==> src/rtl/tag_probe_sched_if.sv <==
// Bundles the request, probe (AR/R) and classified-output channels of tag_probe_sched.
// The slave modport is the scheduler's view; the master modport is its environment's view.
interface tag_probe_sched_if #(
  parameter int TAG_BIT_SIZE = 8,
  parameter int ID_W         = 2
);
  logic                    rd_req_valid_i;
  logic                    rd_req_ready_o;
  logic [80:0]             rd_req_data_i;
  logic                    wr_req_valid_i;
  logic                    wr_req_ready_o;
  logic [80:0]             wr_req_data_i;
  logic                    arvalid_o;
  logic                    arready_i;
  logic [63:0]             araddr_o;
  logic [ID_W-1:0]         arid_o;
  logic                    rvalid_i;
  logic                    rready_o;
  logic [ID_W-1:0]         rid_i;
  logic [TAG_BIT_SIZE-1:0] rtag_i;
  logic [63:0]             rdata_i;
  logic                    out_valid_o;
  logic                    out_ready_i;
  logic [80:0]             out_data_o;
  logic [1:0]              out_class_o;
  logic [ID_W:0]           outstanding_o;
  logic                    orphan_err_o;

  modport slave (
    input  rd_req_valid_i, rd_req_data_i, wr_req_valid_i, wr_req_data_i,
    input  arready_i, rvalid_i, rid_i, rtag_i, rdata_i, out_ready_i,
    output rd_req_ready_o, wr_req_ready_o, arvalid_o, araddr_o, arid_o,
    output rready_o, out_valid_o, out_data_o, out_class_o, outstanding_o, orphan_err_o
  );

  modport master (
    output rd_req_valid_i, rd_req_data_i, wr_req_valid_i, wr_req_data_i,
    output arready_i, rvalid_i, rid_i, rtag_i, rdata_i, out_ready_i,
    input  rd_req_ready_o, wr_req_ready_o, arvalid_o, araddr_o, arid_o,
    input  rready_o, out_valid_o, out_data_o, out_class_o, outstanding_o, orphan_err_o
  );
endinterface

==> src/rtl/tag_probe_sched.sv <==
// Tag-probe scheduler: arbitrates read/write requests, issues one AR probe per request and
// classifies each R response as hit/miss. Define TAG_PROBE_SCHED_STATS_EN for per-class counters.
module tag_probe_sched #(
  parameter int TAG_BIT_SIZE    = 8,
  parameter int MAX_OUTSTANDING = 4,
  parameter int ID_W            = 2
) (
  input  logic                clk,
  input  logic                rst,
  tag_probe_sched_if.slave    bus
`ifdef TAG_PROBE_SCHED_STATS_EN
  ,
  output logic [31:0]         rhit_cnt_o,
  output logic [31:0]         rmiss_cnt_o,
  output logic [31:0]         whit_cnt_o,
  output logic [31:0]         wmiss_cnt_o
`endif
);

  typedef enum logic {S_IDLE, S_ISSUE} state_e;

  state_e                     state_q, state_d;
  logic [MAX_OUTSTANDING-1:0] slotValid_q, slotValid_d;
  logic [80:0]                slotReq_q [MAX_OUTSTANDING];
  logic [80:0]                slotReq_d [MAX_OUTSTANDING];
  logic                       lastWr_q, lastWr_d;
  logic [63:0]                arAddr_q, arAddr_d;
  logic [ID_W-1:0]            arId_q, arId_d;
  logic                       outValid_q, outValid_d;
  logic [80:0]                outData_q, outData_d;
  logic [1:0]                 outClass_q, outClass_d;
  logic                       orphan_q, orphan_d;

  logic                       anyFree;
  logic [ID_W-1:0]            freeIdx;
  logic                       rdReady, wrReady, reqFire;
  logic                       arValid;
  logic                       rReady, respFire, outFire;
  logic [80:0]                reqData;
  logic [ID_W:0]              occupied;
  logic                       unusedBits;

  // Lowest-index free slot, taken from the registered valid vector so a slot freed
  // by a response this cycle only becomes allocatable next cycle.
  always_comb begin
    anyFree = 1'b0;
    freeIdx = '0;
    for (int i = MAX_OUTSTANDING - 1; i >= 0; i--) begin
      if (!slotValid_q[i]) begin
        anyFree = 1'b1;
        freeIdx = ID_W'(i);
      end
    end
  end

  always_comb begin
    occupied = '0;
    for (int i = 0; i < MAX_OUTSTANDING; i++) begin
      occupied = occupied + {{ID_W{1'b0}}, slotValid_q[i]};
    end
  end

  always_comb begin
    state_d = state_q;
    rdReady = 1'b0;
    wrReady = 1'b0;
    arValid = 1'b0;
    case (state_q)
      S_IDLE: begin
        if (anyFree) begin
          if (bus.rd_req_valid_i && (!bus.wr_req_valid_i || lastWr_q)) begin
            rdReady = 1'b1;
          end else if (bus.wr_req_valid_i) begin
            wrReady = 1'b1;
          end
        end
        if (rdReady || wrReady) begin
          state_d = S_ISSUE;
        end
      end
      S_ISSUE: begin
        arValid = 1'b1;
        if (bus.arready_i) begin
          state_d = S_IDLE;
        end
      end
      default: state_d = S_IDLE;
    endcase
  end

  assign reqFire  = rdReady || wrReady;
  assign reqData  = wrReady ? bus.wr_req_data_i : bus.rd_req_data_i;
  assign rReady   = !outValid_q || bus.out_ready_i;
  assign respFire = bus.rvalid_i && rReady;
  assign outFire  = outValid_q && bus.out_ready_i;

  // Response and allocation touch different slots: one frees a valid slot, the other
  // fills a slot that was free before the edge.
  always_comb begin
    slotValid_d = slotValid_q;
    slotReq_d   = slotReq_q;
    lastWr_d    = lastWr_q;
    arAddr_d    = arAddr_q;
    arId_d      = arId_q;
    outValid_d  = outValid_q;
    outData_d   = outData_q;
    outClass_d  = outClass_q;
    orphan_d    = orphan_q;
    if (outFire) begin
      outValid_d = 1'b0;
    end
    if (respFire) begin
      if (slotValid_q[bus.rid_i]) begin
        slotValid_d[bus.rid_i] = 1'b0;
        outValid_d = 1'b1;
        outData_d  = slotReq_q[bus.rid_i];
        outClass_d = {slotReq_q[bus.rid_i][80],
                      slotReq_q[bus.rid_i][63 -: TAG_BIT_SIZE] != bus.rtag_i};
      end else begin
        orphan_d = 1'b1;
      end
    end
    if (reqFire) begin
      slotValid_d[freeIdx] = 1'b1;
      slotReq_d[freeIdx]   = {wrReady, reqData[79:0]};
      arAddr_d             = reqData[63:0];
      arId_d               = freeIdx;
      lastWr_d             = wrReady;
    end
  end

  always_ff @(posedge clk or posedge rst) begin
    if (rst) begin
      state_q     <= S_IDLE;
      slotValid_q <= '0;
      for (int i = 0; i < MAX_OUTSTANDING; i++) begin
        slotReq_q[i] <= '0;
      end
      lastWr_q    <= 1'b1;
      arAddr_q    <= '0;
      arId_q      <= '0;
      outValid_q  <= 1'b0;
      outData_q   <= '0;
      outClass_q  <= '0;
      orphan_q    <= 1'b0;
    end else begin
      state_q     <= state_d;
      slotValid_q <= slotValid_d;
      slotReq_q   <= slotReq_d;
      lastWr_q    <= lastWr_d;
      arAddr_q    <= arAddr_d;
      arId_q      <= arId_d;
      outValid_q  <= outValid_d;
      outData_q   <= outData_d;
      outClass_q  <= outClass_d;
      orphan_q    <= orphan_d;
    end
  end

  assign bus.rd_req_ready_o = rdReady;
  assign bus.wr_req_ready_o = wrReady;
  assign bus.arvalid_o      = arValid;
  assign bus.araddr_o       = arValid ? arAddr_q : 64'd0;
  assign bus.arid_o         = arValid ? arId_q : '0;
  assign bus.rready_o       = rReady;
  assign bus.out_valid_o    = outValid_q;
  assign bus.out_data_o     = outData_q;
  assign bus.out_class_o    = outClass_q;
  assign bus.outstanding_o  = occupied;
  assign bus.orphan_err_o   = orphan_q;

  // Response payload and the request's top bit are carried but never inspected.
  assign unusedBits = ^{bus.rdata_i, bus.rd_req_data_i[80], bus.wr_req_data_i[80]};

`ifdef TAG_PROBE_SCHED_STATS_EN
  logic [31:0] statCnt_q [4];
  logic [31:0] statCnt_d [4];

  always_comb begin
    statCnt_d = statCnt_q;
    if (outFire && statCnt_q[outClass_q] != 32'hFFFF_FFFF) begin
      statCnt_d[outClass_q] = statCnt_q[outClass_q] + 32'd1;
    end
  end

  always_ff @(posedge clk or posedge rst) begin
    if (rst) begin
      for (int i = 0; i < 4; i++) begin
        statCnt_q[i] <= '0;
      end
    end else begin
      statCnt_q <= statCnt_d;
    end
  end

  assign rhit_cnt_o  = statCnt_q[0];
  assign rmiss_cnt_o = statCnt_q[1];
  assign whit_cnt_o  = statCnt_q[2];
  assign wmiss_cnt_o = statCnt_q[3];
`endif

endmodule

==> src/flat_wrapper.sv <==
// flat-port wrapper written by rule: the top's interface ports become plain ports
module tag_probe_sched_flat 
#(
  parameter int TAG_BIT_SIZE    = 8,
  parameter int MAX_OUTSTANDING = 4,
  parameter int ID_W            = 2
)
  (clk, rst, bus_rd_req_valid_i, bus_rd_req_data_i, bus_wr_req_valid_i, bus_wr_req_data_i, bus_arready_i, bus_rvalid_i, bus_rid_i, bus_rtag_i, bus_rdata_i, bus_out_ready_i, bus_rd_req_ready_o, bus_wr_req_ready_o, bus_arvalid_o, bus_araddr_o, bus_arid_o, bus_rready_o, bus_out_valid_o, bus_out_data_o, bus_out_class_o, bus_outstanding_o, bus_orphan_err_o);
  tag_probe_sched_if #(.TAG_BIT_SIZE(TAG_BIT_SIZE), .ID_W(ID_W)) bus_i ();
  input  logic clk;
  input  logic rst;
  input wire logic [$bits(bus_i.rd_req_valid_i)-1:0] bus_rd_req_valid_i;
  input wire logic [$bits(bus_i.rd_req_data_i)-1:0] bus_rd_req_data_i;
  input wire logic [$bits(bus_i.wr_req_valid_i)-1:0] bus_wr_req_valid_i;
  input wire logic [$bits(bus_i.wr_req_data_i)-1:0] bus_wr_req_data_i;
  input wire logic [$bits(bus_i.arready_i)-1:0] bus_arready_i;
  input wire logic [$bits(bus_i.rvalid_i)-1:0] bus_rvalid_i;
  input wire logic [$bits(bus_i.rid_i)-1:0] bus_rid_i;
  input wire logic [$bits(bus_i.rtag_i)-1:0] bus_rtag_i;
  input wire logic [$bits(bus_i.rdata_i)-1:0] bus_rdata_i;
  input wire logic [$bits(bus_i.out_ready_i)-1:0] bus_out_ready_i;
  output wire logic [$bits(bus_i.rd_req_ready_o)-1:0] bus_rd_req_ready_o;
  output wire logic [$bits(bus_i.wr_req_ready_o)-1:0] bus_wr_req_ready_o;
  output wire logic [$bits(bus_i.arvalid_o)-1:0] bus_arvalid_o;
  output wire logic [$bits(bus_i.araddr_o)-1:0] bus_araddr_o;
  output wire logic [$bits(bus_i.arid_o)-1:0] bus_arid_o;
  output wire logic [$bits(bus_i.rready_o)-1:0] bus_rready_o;
  output wire logic [$bits(bus_i.out_valid_o)-1:0] bus_out_valid_o;
  output wire logic [$bits(bus_i.out_data_o)-1:0] bus_out_data_o;
  output wire logic [$bits(bus_i.out_class_o)-1:0] bus_out_class_o;
  output wire logic [$bits(bus_i.outstanding_o)-1:0] bus_outstanding_o;
  output wire logic [$bits(bus_i.orphan_err_o)-1:0] bus_orphan_err_o;
  assign bus_i.rd_req_valid_i = bus_rd_req_valid_i;
  assign bus_i.rd_req_data_i = bus_rd_req_data_i;
  assign bus_i.wr_req_valid_i = bus_wr_req_valid_i;
  assign bus_i.wr_req_data_i = bus_wr_req_data_i;
  assign bus_i.arready_i = bus_arready_i;
  assign bus_i.rvalid_i = bus_rvalid_i;
  assign bus_i.rid_i = bus_rid_i;
  assign bus_i.rtag_i = bus_rtag_i;
  assign bus_i.rdata_i = bus_rdata_i;
  assign bus_i.out_ready_i = bus_out_ready_i;
  assign bus_rd_req_ready_o = bus_i.rd_req_ready_o;
  assign bus_wr_req_ready_o = bus_i.wr_req_ready_o;
  assign bus_arvalid_o = bus_i.arvalid_o;
  assign bus_araddr_o = bus_i.araddr_o;
  assign bus_arid_o = bus_i.arid_o;
  assign bus_rready_o = bus_i.rready_o;
  assign bus_out_valid_o = bus_i.out_valid_o;
  assign bus_out_data_o = bus_i.out_data_o;
  assign bus_out_class_o = bus_i.out_class_o;
  assign bus_outstanding_o = bus_i.outstanding_o;
  assign bus_orphan_err_o = bus_i.orphan_err_o;
  tag_probe_sched #(.TAG_BIT_SIZE(TAG_BIT_SIZE), .MAX_OUTSTANDING(MAX_OUTSTANDING), .ID_W(ID_W)) u_core (.clk(clk), .rst(rst), .bus(bus_i));
endmodule
==> config.mk <==
export PLATFORM = sky130hd
export DESIGN_NAME = tag_probe_sched_flat
export DESIGN_NICKNAME = d
export VERILOG_FILES = /design/src/rtl/tag_probe_sched_if.sv /design/src/rtl/tag_probe_sched.sv /design/src/flat_wrapper.sv
export SDC_FILE = /design/constraint.sdc
export NUM_CORES = 1
export LEC_CHECK = 0
export ABC_CLOCK_PERIOD_IN_PS = 15960
export CELL_PAD_IN_SITES_DETAIL_PLACEMENT = 0
export CELL_PAD_IN_SITES_GLOBAL_PLACEMENT = 1
export CORE_MARGIN = 8
export CORE_UTILIZATION = 37
export DETAILED_ROUTE_END_ITERATION = 16
export PLACE_DENSITY = 0.84
export SYNTH_ARGS = -nofsm -noshare
export SYNTH_HDL_FRONTEND = slang
export SYNTH_SLANG_ARGS = --single-unit
export TNS_END_PERCENT = 50
==> constraint.sdc <==
create_clock -name clk -period 15.96 [get_ports clk]
set_clock_uncertainty 0.15 [all_clocks]
set_input_delay 3.192 -clock clk [delete_from_list [all_inputs] [get_ports clk]]
set_output_delay 3.192 -clock clk [all_outputs]
set_load 0.005 [all_outputs]
Word-level counts from Yosys, hierarchy flattened
Index checks and enable logic that the tools add are counted.
{"block": "word_totals", "ff_bits": 481, "latch_bits": 0, "ram_bits": 0, "romBits": 0, "input_bits": 243, "out_inout_bits": 158, "elab_cells": 87, "memories": 0}
{"block": "op_classes", "addsub": 3, "mul": 0, "n_div": 0, "n_lt_le_gt_ge": 7, "n_eq_ne": 1, "n_shift": 0, "mux": 42, "n_bitwise": 7, "n_reduce_logical": 14}
{"cell": "bitwise mux 324 bit", "n": 1}
{"cell": "two-way mux 81 bit", "n": 3}
{"cell": "binary-select mux 81 bit (select 2 bit)", "n": 1}
{"cell": "demux 81 bit (select 2 bit)", "n": 1}
{"cell": "two-way mux 80 bit", "n": 1}
{"cell": "two-way mux 64 bit", "n": 1}
{"cell": "two-way mux 1 bit", "n": 22}
{"cell": "two-way mux 4 bit", "n": 3}
{"cell": "two-way mux 2 bit", "n": 5}
{"cell": "!= test 8 bit", "n": 1}
{"cell": "adder 3 x 1 -> 3 bit", "n": 2}
{"cell": "greater-or-equal comparator 3 bit (second input constant)", "n": 2}
{"cell": "logical AND 1 bit", "n": 6}
{"cell": "< comparator 2 x 3 -> 1 bit (second input constant)", "n": 2}
{"cell": "NOT 2 -> 3 bit", "n": 2}
{"cell": "bitwise AND 4 bit", "n": 1}
{"cell": "demux 1 bit (select 2 bit)", "n": 2}
{"cell": "greater-or-equal comparator 2 x 1 -> 1 bit (second input constant)", "n": 2}
{"cell": "logical OR 1 bit", "n": 4}
{"cell": "NOT 4 bit", "n": 1}
{"cell": "bitwise OR 4 bit", "n": 1}
{"cell": "AND reduction 2 bit", "n": 2}
{"cell": "< comparator 3 x 1 -> 1 bit (second input constant)", "n": 1}
{"cell": "adder 1 x 1 -> 2 bit", "n": 1}
{"cell": "4 further kinds", "n": 6}

Longest topological paths before layout
{"block": "depth", "depth_word": 10, "mapped_depth": 7, "mapped_depth_nobuf": 4}

Least setup slack after synthesis
OpenSTA, ideal clock, no wires.
{"block": "synth_timing", "kind": "input -> output", "from": "in bus_rd_req_valid_i", "to": "out bus_wr_req_ready_o", "arrival_time_ps": 3773, "required_ps": 12618, "path_slack_ps": 8845, "cell_stages": 5, "path_cell_list": "nand2_1 nand3_1 buf_4 buf_4 inv_1"}
{"block": "synth_via", "elab_chain_len": 5}
{"element": "start: declaration", "line_no": "flat_wrapper.sv:12", "source": "input wire logic [$bits(bus_i.rd_req_valid_i)-1:0] bus_rd_req_valid_i;"}
{"element": "logical AND 1 bit", "line_no": "tag_probe_sched.sv:71", "source": "if (bus.rd_req_valid_i && (!bus.wr_req_valid_i || lastWr_q)) begin"}
{"element": "two-way mux 1 bit", "line_no": "tag_probe_sched.sv:71"}
{"element": "two-way mux 1 bit", "line_no": "tag_probe_sched.sv:70", "source": "if (anyFree) begin"}
{"element": "two-way mux 1 bit (2 in a row)", "line_no": "tag_probe_sched.sv:68", "source": "case (state_q)"}
{"element": "end: declaration", "line_no": "flat_wrapper.sv:23", "source": "output wire logic [$bits(bus_i.wr_req_ready_o)-1:0] bus_wr_req_ready_o;"}
Every way passes these cells. The select of a mux whose other input is x is not followed.

Worst setup path after layout
Same ends and word-level chain as after synthesis.

==> results.cfg <==
[setup_path]
critPathRequiredTime_ns = 12.62
slowest_delay_ns = 0.69
crit_top_cell = clkdlybuf4s50_1
endpoint_kind = output port
start_kind = input pin
crit_type = in -> out
path_buf_inv = 3
cp_max_fo = 5
cp_slowest_cell = clkdlybuf4s50_1
cp_cell_sequence = clkdlybuf4s50_1 > nand2_1 > nand3_4 > inv_1 > clkdlybuf4s50_1
cp_top_family = buffers and inverters
crit_arrival_ns = 4.84

[logic_synthesis]
yosysWarningCount = 0
synth_nets = 1996
synth.distinct_cells = 37
synth-seq-area-share_pct = 58.3
synth_flop_cell = dfrtp_1
synth_cells = 1750
syn_area_per_cell_um2 = 11.8
synth_area_um2 = 20600
synthArstFlopShare_pct = 100
synth_seq_cells = 480
synth_edf_count = 0

[floorplanning]
die_w_um = 252
chipHeight_um = 252
io_pins = 401
rows = 86
dieArea_um2 = 63400
core_um2 = 55100
initial_core_util_pct = 37.4

[sta]
hold_viol = 0
fmax_ghz = 0.122
relSlewSlack_pct = 25.6
period_needed_ns = 8.19
worst_slew_pin_slew_ns = 1.12
slew_violations = 0
finalCritPeriodShare_pct = 51.3
final.setup.tns_ns = 0
setup_viol = 0
rsz0062_at_grt = no
fin_ws_ns = 7.77

[detailed_routing]
drcViolationCount = 0
routed_wl_mm = 52.1
wl_per_cell_um = 18.5
drt_iter0_drc = 811
via_per_inst = 5.00
route.vias.total = 14079
ant_nets = 0
first_pass_iters = 5

[clocking]
clkSlewWorstSetupHoldPaths_ns = 0.06
cts_buffers = 51
cts_sinks = 480
clk_latency_ns = 0.57
cts_buffer_depth = 3
cts_hold_buf = 0
cts_setup_buffers = 0
cts_tree = built
h-tree-depth = 2
cts-root-buf = clkbuf_16
cts_resized = 0

[place]
routabilityCongestion = 0.708
pre_cts_slack_ns = 7.77
portBuffers = 334
hpwl_mm = 33.2
placed_area_um2 = 24400

[finish]
diodes = 0
nets = 2271
fin_area_um2 = 26200
nFillCells = 5012
drive_gt1_share_pct = 13.3
syn_to_final_growth_pct = 27.5

[flow_run]
drv_cap = 0

[global_routing]
first_global_vias = 14674
grt_pass1_wl_mm = 83.1
grt_usage_pct = 16.3
grt_max_degree = 191
overflow = 0
antenna_found_initial = 0

[worst_hold_path]
hold_class = reg -> reg

[power_and_ir_drop]
p_leak_nw = 11.1
ir_drop_mv = 0.0828
cellPowerDensity_nw_per_um2 = 200

[run_status]
outcome = finished clean
## path summary, 6_finish.rpt
path	startpoint	end	slack, ns	depth (start not counted)
worst min-delay path	u_core.slotReq_q[304]	u_core.slotReq_q[304]	0.32	2
worst max-delay path	bus_rd_req_valid_i	bus_wr_req_ready_o	7.77	5
worst min register to register	u_core.slotReq_q[304]	u_core.slotReq_q[304]	0.32	2
worst max register to register	u_core.slotValid_q[1]	u_core.slotReq_q[306]	12.11	6
max in group asynchronous	rst	u_core.slotReq_q[216]	10.03	5
min in group asynchronous	rst	u_core.arAddr_q[15]	2.74	2
## power breakdown
| group | total [mW] | switching [mW] | internal, mW |
|---|---|---|---|
| combinational | 1.88 | 0.903 | 0.977 |
| clock | 1.25 | 0.480 | 0.770 |
| sequential | 2.13 | 0.307 | 1.82 |
## synth_stat cells, types with 2 or more instances
cell | instances | share of area (%)
ha_1 | 2 | 0.12
a21oi_1 | 162 | 3.9
inv_1 | 5 | 0.091
buf_2 | 40 | 0.97
nor2_1 | 161 | 2.9
buf_4 | 11 | 0.40
mux2_2 | 25 | 1.4
o21ai_0 | 32 | 0.78
o21ai_1 | 200 | 4.9
nand2_1 | 235 | 4.3
nand4_1 | 3 | 0.091
mux2i_1 | 29 | 1.4
clkbuf_1 | 66 | 1.2
a21o_1 | 2 | 0.073
buf_1 | 8 | 0.15
mux4_2 | 82 | 9.0
and2_1 | 66 | 2.0
buf_6 | 7 | 0.38
xnor2_1 | 8 | 0.34
mux2i_2 | 51 | 3.4
mux2_1 | 58 | 3.2
dfrtp_1 | 479 | 58
nand3_1 | 3 | 0.073
nand2b_1 | 2 | 0.061
## stage by stage
| stage | std cells | total power, mW | hold slack (ns) | util, % |
|---|---|---|---|---|
| after floorplan | 1750 | 3.24 | 0.292 | - |
| after global placement | 2720 | 3.95 | 0.305 | 44.4 |
| after detailed placement | 2720 | 4.06 | 0.317 | 44.4 |
| after CTS | 2813 | 5.33 | 0.330 | 47.6 |
| after global routing | 2813 | 5.63 | 0.342 | 47.6 |
| final | 2813 | 5.26 | 0.324 | 47.6 |
## flip-flops by register name, indices dropped and copies added (netlist names)
register                 flops
u_core.arId_q                2
u_core.bus.out_class_o       1
u_core.bus.orphan_err_o      1
u_core.state_q               1
u_core.bus.out_valid_o       1
u_core.lastWr_q              1
u_core.slotReq_q           324
u_core.slotValid_q           4
u_core.arAddr_q             64
u_core.bus.out_data_o       81
## tightest hold or removal path: stages, from the launching register on
cell and delay, ns:
dfrtp_1 0.34, nand2_1 0.04, o21ai_0 0.06
## layout by cell type (no fill, tap or decap), drive strengths merged, types with 7 or more instances in the layout
cell           netlist  routed
clkdlybuf4s50        0     332
nor2               161     161
mux2                83      83
mux4                82      82
clkinv               0      12
xnor2                8       8
a21oi              162     162
clkbuf              66      73
dfrtp              479     479
and2                66      66
o21ai              232     232
bufinv               0       7
nand2              235     235
mux2i               80      80
buf                 66      22
## layout make-up
class                           instances  area, µm²  share of cell area [%]
Multi-Input combinational cell       1133       7970                    30.4
Inverter                                5       22.5                  0.0858
Timing Repair Buffer                  354       3500                    13.4
Tap cell                              748        936                    3.57
Sequential cell                       480      12000                    45.8
Clock inverter                         20        285                    1.09
Clock buffer                           73       1510                    5.76
## logic make-up (layout without fill, tap and decap cells)
kind of cell | count (synthesis) | after routing | share of synthesized area [%]
buf+inv | 137 | 452 | 3.20
flops | 480 | 480 | 58.3
compound gates | 401 | 401 | 9.88
mux | 245 | 245 | 18.3
simple gates | 476 | 476 | 9.69
xor+xnor | 8 | 8 | 0.340
fa+ha+maj | 3 | 3 | 0.219
## metal layers
| metal | share of wire [%] | up-vias | GRT usage (%) |
|---|---|---|---|
| met4 | 1.8 | 0 | 4.36 |
| met3 | 6.3 | 70 | 4.06 |
| li1 | - | 6617 | - |
| met2 | 48 | 355 | 27.0 |
| met5 | 0 | - | 0 |
| met1 | 44 | 7037 | 21.2 |
Note: power is estimated with default switching activity, not from simulation.
